$ cat config.mk
export PLATFORM = sky130hd
export DESIGN_NAME = regfile_scoreboard
export DESIGN_NICKNAME = d
export VERILOG_FILES = /design/src/rtl/regfile_pkg.sv /design/src/rtl/regfile_scoreboard_sb.sv /design/src/rtl/regfile_scoreboard.sv
export SDC_FILE = /design/constraint.sdc
export NUM_CORES = 2
export LEC_CHECK = 0
export ABC_AREA = 1
export BUFFER_PORTS_ARGS = -buffer_cell sky130_fd_sc_hd__buf_2
export CAP_MARGIN = 40
export CORE_MARGIN = 2
export CORE_UTILIZATION = 23
export CTS_CLUSTER_DIAMETER = 150
export DETAILED_ROUTE_END_ITERATION = 8
export SETUP_SLACK_MARGIN = 0.15
export SLEW_MARGIN = 20
export SYNTH_ARGS = -nofsm -noshare
export SYNTH_HDL_FRONTEND = slang
export SYNTH_SLANG_ARGS = --single-unit
$ cat constraint.sdc
create_clock -name clk_o -period 6.35 [get_ports clk_o]
set_input_delay 1.5875 -clock clk_o [delete_from_list [all_inputs] [get_ports clk_o]]
set_output_delay 1.5875 -clock clk_o [all_outputs]
set_load 0.005 [all_outputs]
$ cat src/rtl/regfile_pkg.sv
// Shared defaults, types and constants for the register file with busy scoreboard.
package regfile_pkg;
  localparam int DEF_DATA_W   = 32;
  localparam int DEF_NUM_REGS = 32;
  localparam int DEF_ADDR_W   = $clog2(DEF_NUM_REGS);

  typedef logic [DEF_ADDR_W-1:0] reg_addr_t;
  typedef logic [DEF_DATA_W-1:0] reg_data_t;

  localparam reg_addr_t ZERO_REG = '0;
endpackage

$ cat src/rtl/regfile_scoreboard_sb.sv
// Per-register busy scoreboard: claims set, writebacks clear, set wins on the same
// address; pending_cnt is registered together with the busy vector.
module regfile_scoreboard_sb
  import regfile_pkg::*;
#(
  parameter  int NUM_REGS = DEF_NUM_REGS,
  localparam int ADDR_W   = $clog2(NUM_REGS)
) (
  input  logic                clk_o,
  input  logic                rst_n,
  input  logic                set_en,
  input  logic [ADDR_W-1:0]   set_addr,
  input  logic                clr_en,
  input  logic [ADDR_W-1:0]   clr_addr,
  output logic [NUM_REGS-1:0] busy,
  output logic [ADDR_W:0]     pending_cnt
);

  logic [NUM_REGS-1:0] busy_nxt;
  logic [ADDR_W:0]     cnt_nxt;

  // NOTE: always_comb uses blocking assignments with a default first so no latch is inferred.
  always_comb begin
    busy_nxt = busy;
    if (clr_en && clr_addr != ADDR_W'(ZERO_REG)) busy_nxt[clr_addr] = 1'b0;
    // Applied after the clear so a new producer supersedes the retiring one.
    if (set_en && set_addr != ADDR_W'(ZERO_REG)) busy_nxt[set_addr] = 1'b1;
    busy_nxt[0] = 1'b0;

    cnt_nxt = '0;
    for (int i = 1; i < NUM_REGS; i++) begin
      cnt_nxt = cnt_nxt + {{ADDR_W{1'b0}}, busy_nxt[i]};
    end
  end

  // NOTE: sequential state uses non-blocking assignments only.
  always_ff @(posedge clk_o or negedge rst_n) begin
    if (!rst_n) begin
      busy        <= '0;
      pending_cnt <= '0;
    end else begin
      busy        <= busy_nxt;
      pending_cnt <= cnt_nxt;
    end
  end

endmodule

$ cat src/rtl/regfile_scoreboard.sv
// Register file (x0 hardwired to zero) with NUM_RD combinational read ports and a
// busy scoreboard. Define REGFILE_BYPASS_EN to forward same-cycle writes to readers.
module regfile_scoreboard
  import regfile_pkg::*;
#(
  parameter  int DATA_W   = DEF_DATA_W,
  parameter  int NUM_REGS = DEF_NUM_REGS,
  parameter  int NUM_RD   = 2,
  localparam int ADDR_W   = $clog2(NUM_REGS)
) (
  input  logic                     clk_o,
  input  logic                     rst_n,
  input  logic [NUM_RD*ADDR_W-1:0] raddr,
  output logic [NUM_RD*DATA_W-1:0] rdata,
  output logic [NUM_RD-1:0]        rbusy,
  input  logic                     reg_wr_E,
  input  logic [ADDR_W-1:0]        waddr,
  input  logic [DATA_W-1:0]        wdata,
  input  logic                     claim_en,
  input  logic [ADDR_W-1:0]        claim_addr,
  output logic [ADDR_W:0]          pending_cnt
);

  logic [DATA_W-1:0]   mem [NUM_REGS];
  logic [NUM_REGS-1:0] busy;
  logic                wr_valid;

  assign wr_valid = reg_wr_E && (waddr != ADDR_W'(ZERO_REG));

  // NOTE: the storage array is reset on purpose: every register must read 0 after reset.
  always_ff @(posedge clk_o or negedge rst_n) begin
    if (!rst_n) begin
      for (int i = 0; i < NUM_REGS; i++) mem[i] <= '0;
    end else if (wr_valid) begin
      mem[waddr] <= wdata;
    end
  end

  regfile_scoreboard_sb #(
    .NUM_REGS (NUM_REGS)
  ) u_sb (
    .clk_o       (clk_o),
    .rst_n       (rst_n),
    .set_en      (claim_en),
    .set_addr    (claim_addr),
    .clr_en      (reg_wr_E),
    .clr_addr    (waddr),
    .busy        (busy),
    .pending_cnt (pending_cnt)
  );

  for (genvar i = 0; i < NUM_RD; i++) begin : g_rd
    logic [ADDR_W-1:0] ra;
    logic              ra_zero;

    assign ra      = raddr[i*ADDR_W +: ADDR_W];
    assign ra_zero = (ra == ADDR_W'(ZERO_REG));

`ifdef REGFILE_BYPASS_EN
    logic fwd;
    // The value being written back this cycle is forwarded, so the reader need not stall.
    assign fwd = wr_valid && (waddr == ra);
    assign rdata[i*DATA_W +: DATA_W] = ra_zero ? '0 : (fwd ? wdata : mem[ra]);
    assign rbusy[i] = busy[ra] && !fwd;
`else
    assign rdata[i*DATA_W +: DATA_W] = ra_zero ? '0 : mem[ra];
    assign rbusy[i] = busy[ra];
`endif
  end

endmodule

==> key figures <==
Global route
  • Initial antenna violation count: 30
  • Vias in the first global route: 56.3k
  • First-pass GRT wire length: 385 mm
  • Gr usage total: 19.3%
  • Largest net degree at the start of global routing: 170
  • Overflow after GRT: 0

Synthesis
  • Synth cell types: 29
  • Number of enable flip-flop cells after synthesis: 0
  • Sequential fraction of the synthesis area: 44.2%
  • Post-synth ARST share: 100%
  • Synth Flop Type: dfrtp_1
  • Count leader, synth: nand2_1
  • Syn. warnings: 0
  • Mapped Area: 0.0601 sq mm
  • Syn_nets: 8950
  • Synth cell count leaders: nand2_1, nand3_1, o21ai_0
  • Share of the synthesized area in the top cell type: 44.2%
  • Avg Inst Size Synth: 6.78 sq um
  • Synth area leader: dfrtp_1
  • Synth Instances: 8862
  • Cells taking the most area after synthesis: dfrtp_1, nand2_1, nand3_1, o21ai_0, inv_1
  • FF+latch count, synth: 1061

Setup path
  • Critical path capture point type: flip-flop
  • R2r worst-path depth: 16
  • Arr. time, crit path: 6670 ps
  • Worst R2R Start: u_sb.busy[2]
  • Internal reg-to-reg setup slack: 1330 ps
  • Crit path launch type: input port
  • Crit path required time: 7000 ps
  • CP Class: input port to flip-flop
  • Worst R2R End: u_sb.pending_cnt[4]
  • CP max FO: 3

Floorplanning
  • Row count: 187
  • DIE AREA: 0.265 sq mm
  • Die W: 515 microns
  • Initial Utilization: 23.1%
  • Chip Height: 515 microns
  • Num ports: 128
  • Core area: 0.260 sq mm

Place
  • PortBufs: 127
  • Routability cong.: 0.862
  • HPWL after detailed placement: 154 mm

Power and ir drop
  • Switch Pwr: 0.00821 W
  • Sequential share of power: 38.6%
  • Comb pwr share: 31.3%
  • Switch share: 34.8%
  • Lkg Pwr: 32.4 nW
  • Clock power frac: 30.1%
  • Cell-internal power: 0.0154 W
  • Pwr Density: 340 mW/mm^2
  • VDD IR-drop max: 0.761 mV

STA
  • Relative slew slack: 32.2%
  • Worst slew pin tran: 1020 ps
  • RSZ-0062 raised after global routing: no
  • Tcrit/Tclk final: 94.7%
  • Fmax: 0.166 GHz
  • Final hold vios: 0
  • Tmin final: 6010 ps
  • Endpoints failing setup: 0
  • Worst Skew: 20.0 ps
  • Pins Over Slew Limit: 0
  • Final setup TNS: 0 ps
  • Hold slack: 401 ps

Drt
  • Final Routed Wirelength: 260 mm
  • Routed Antenna Nets: 0
  • DRT Pass-1 Iters: 6
  • WL met3: 23.5 mm
  • WL met1: 104 mm
  • DRC viols: 0
  • Met2 routed WL: 117 mm
  • Wire length per cell: 21.4 microns
  • Via/cell ratio: 4.92
  • Initial DRC Count: 6672
  • Via Count: 59.8k
  • Max Used Layer: met5

Clocking
  • Post-CTS Hold Buffers: 0
  • CTS tree: done
  • Clk sinks: 1061
  • CTS Buf Count: 109
  • Root Driver: clkbuf_16
  • Clock buffer depth: 3
  • CTS H-tree lvls: 3
  • Clock Pin Slew Worst Setup and Hold Paths: 60 ps
  • Clk_lat worst skew: 740 ps

Finish
  • NumNets Final: 8737
  • Layout cells sized above 1: 7.84%
  • Layout area overhead: 15.4%
  • Fillers: 28.7k

Run
  • Number of max-cap violations: 0

Min path
  • Hold path startpoint: mem[999]
  • Hold path depth: 0
  • Worst Hold Class: flip-flop to flip-flop
  • Worst Hold Path EP: mem[999]

Run status
  • Status: completed
## worst max path at each step
| stage | startpoint | endpoint | slack, ps | cells past startpoint |
|---|---|---|---|---|
| floorplan | waddr[2] | u_sb.pending_cnt[5] | -160 | 23 |
| global placement | waddr[0] | u_sb.pending_cnt[3] | -530 | 25 |
| detailed placement | waddr[0] | u_sb.pending_cnt[4] | -630 | 22 |
| CTS | waddr[0] | u_sb.pending_cnt[4] | 170 | 22 |
| global route | claim_addr[0] | u_sb.pending_cnt[4] | 150 | 21 |
| finish | claim_addr[0] | u_sb.pending_cnt[4] | 340 | 21 |
## layout make-up
| type | instances | area (sq um) | area share, % |
|---|---|---|---|
| diodes | 12 | 30.0 | 0.0433 |
| clock buffers | 157 | 3240 | 4.67 |
| inverters | 550 | 2120 | 3.06 |
| repair buffers | 414 | 3970 | 5.73 |
| clock inverters | 46 | 637 | 0.918 |
| well taps | 3402 | 4260 | 6.14 |
| flip-flops and latches | 1061 | 26600 | 38.3 |
| multi-input cells | 6513 | 28600 | 41.2 |
## registers in the layout, summed over array words and instances, names as in the netlist
register	flops
u_sb.pending_cnt	6
mem	1024
u_sb.busy	31
## critical path, stage by stage
cell     delay (ps)
buf_2           110
inv_1            60
nor2_2          130
inv_1            80
nor2_1           90
inv_1            70
buf_4           150
o22ai_2         210
inv_1            80
fa_1            540
inv_1            70
fa_1            470
fa_2            600
fa_2            450
fa_1            510
fa_1            570
ha_2            180
inv_2            50
fa_2            350
o21ai_2         150
xor2_1          180
## placed cells by master, fill, tap and decap left out, types with 16 or more instances in the layout
cell type and n:
o211ai_1 36, dfrtp_1 1061, nand3_1 1085, buf_4 207
nor2_1 506, fa_1 20, buf_2 118, nand2_1 3386
clkbuf_16 109, a21oi_1 254, clkbuf_8 33, clkinv_2 30
inv_2 16, inv_1 512, o21ai_1 46, nand4_1 21
buf_12 68, nor2_4 24, o21ai_0 1073
## stage by stage
| step | worst slack [ps] | util [%] | instances | power (W) | area (sq um) |
|---|---|---|---|---|---|
| after global placement | -531 | 25.0 | 11914 | 0.0163 | 64800 |
| after detailed placement | -628 | 25.1 | 11933 | 0.0164 | 65300 |
| after CTS | 174 | 26.6 | 12136 | 0.0235 | 69200 |
| after global routing | 148 | 26.7 | 12153 | 0.0252 | 69400 |
| final | 335 | 26.7 | 12155 | 0.0236 | 69400 |
| after floorplan | -164 | - | 8862 | 0.0139 | 60200 |
## repair_timing
item / CTS / global route
resized for setup: 1 / 27
pin swaps: 0 / 21
setup endpoints to repair: 1 / 5
setup buffers: 0 / 5
gates cloned: 0 / 0
## metal layers
metal	vias to the layer above	GRT usage, %
li1	27791	-
met1	28481	24.4
met2	2903	30.8
met3	654	3.32
met4	12	11.2
met5	-	0
## power groups by stage
stage	Combinational, W	Clock [W]	Sequential (W)
final	0.00738	0.00711	0.00911
after global routing	0.00849	0.00743	0.00930
after CTS	0.00726	0.00719	0.00909
after detailed placement	0.00723	0	0.00920
after global placement	0.00711	0	0.00919
after floorplan	0.00490	0	0.00898
## kinds of logic after synthesis
logic type | synth area share [%]
AOI/OAI and AO/OA | 12.2
and+or+nand+nor | 33.9
DFF | 44.2
xor gates and xnor gates | 0.0437
adders and majority gates | 0.953
buffers and inverters | 8.73
No activity file was read; power rests on OpenSTA's default activity.
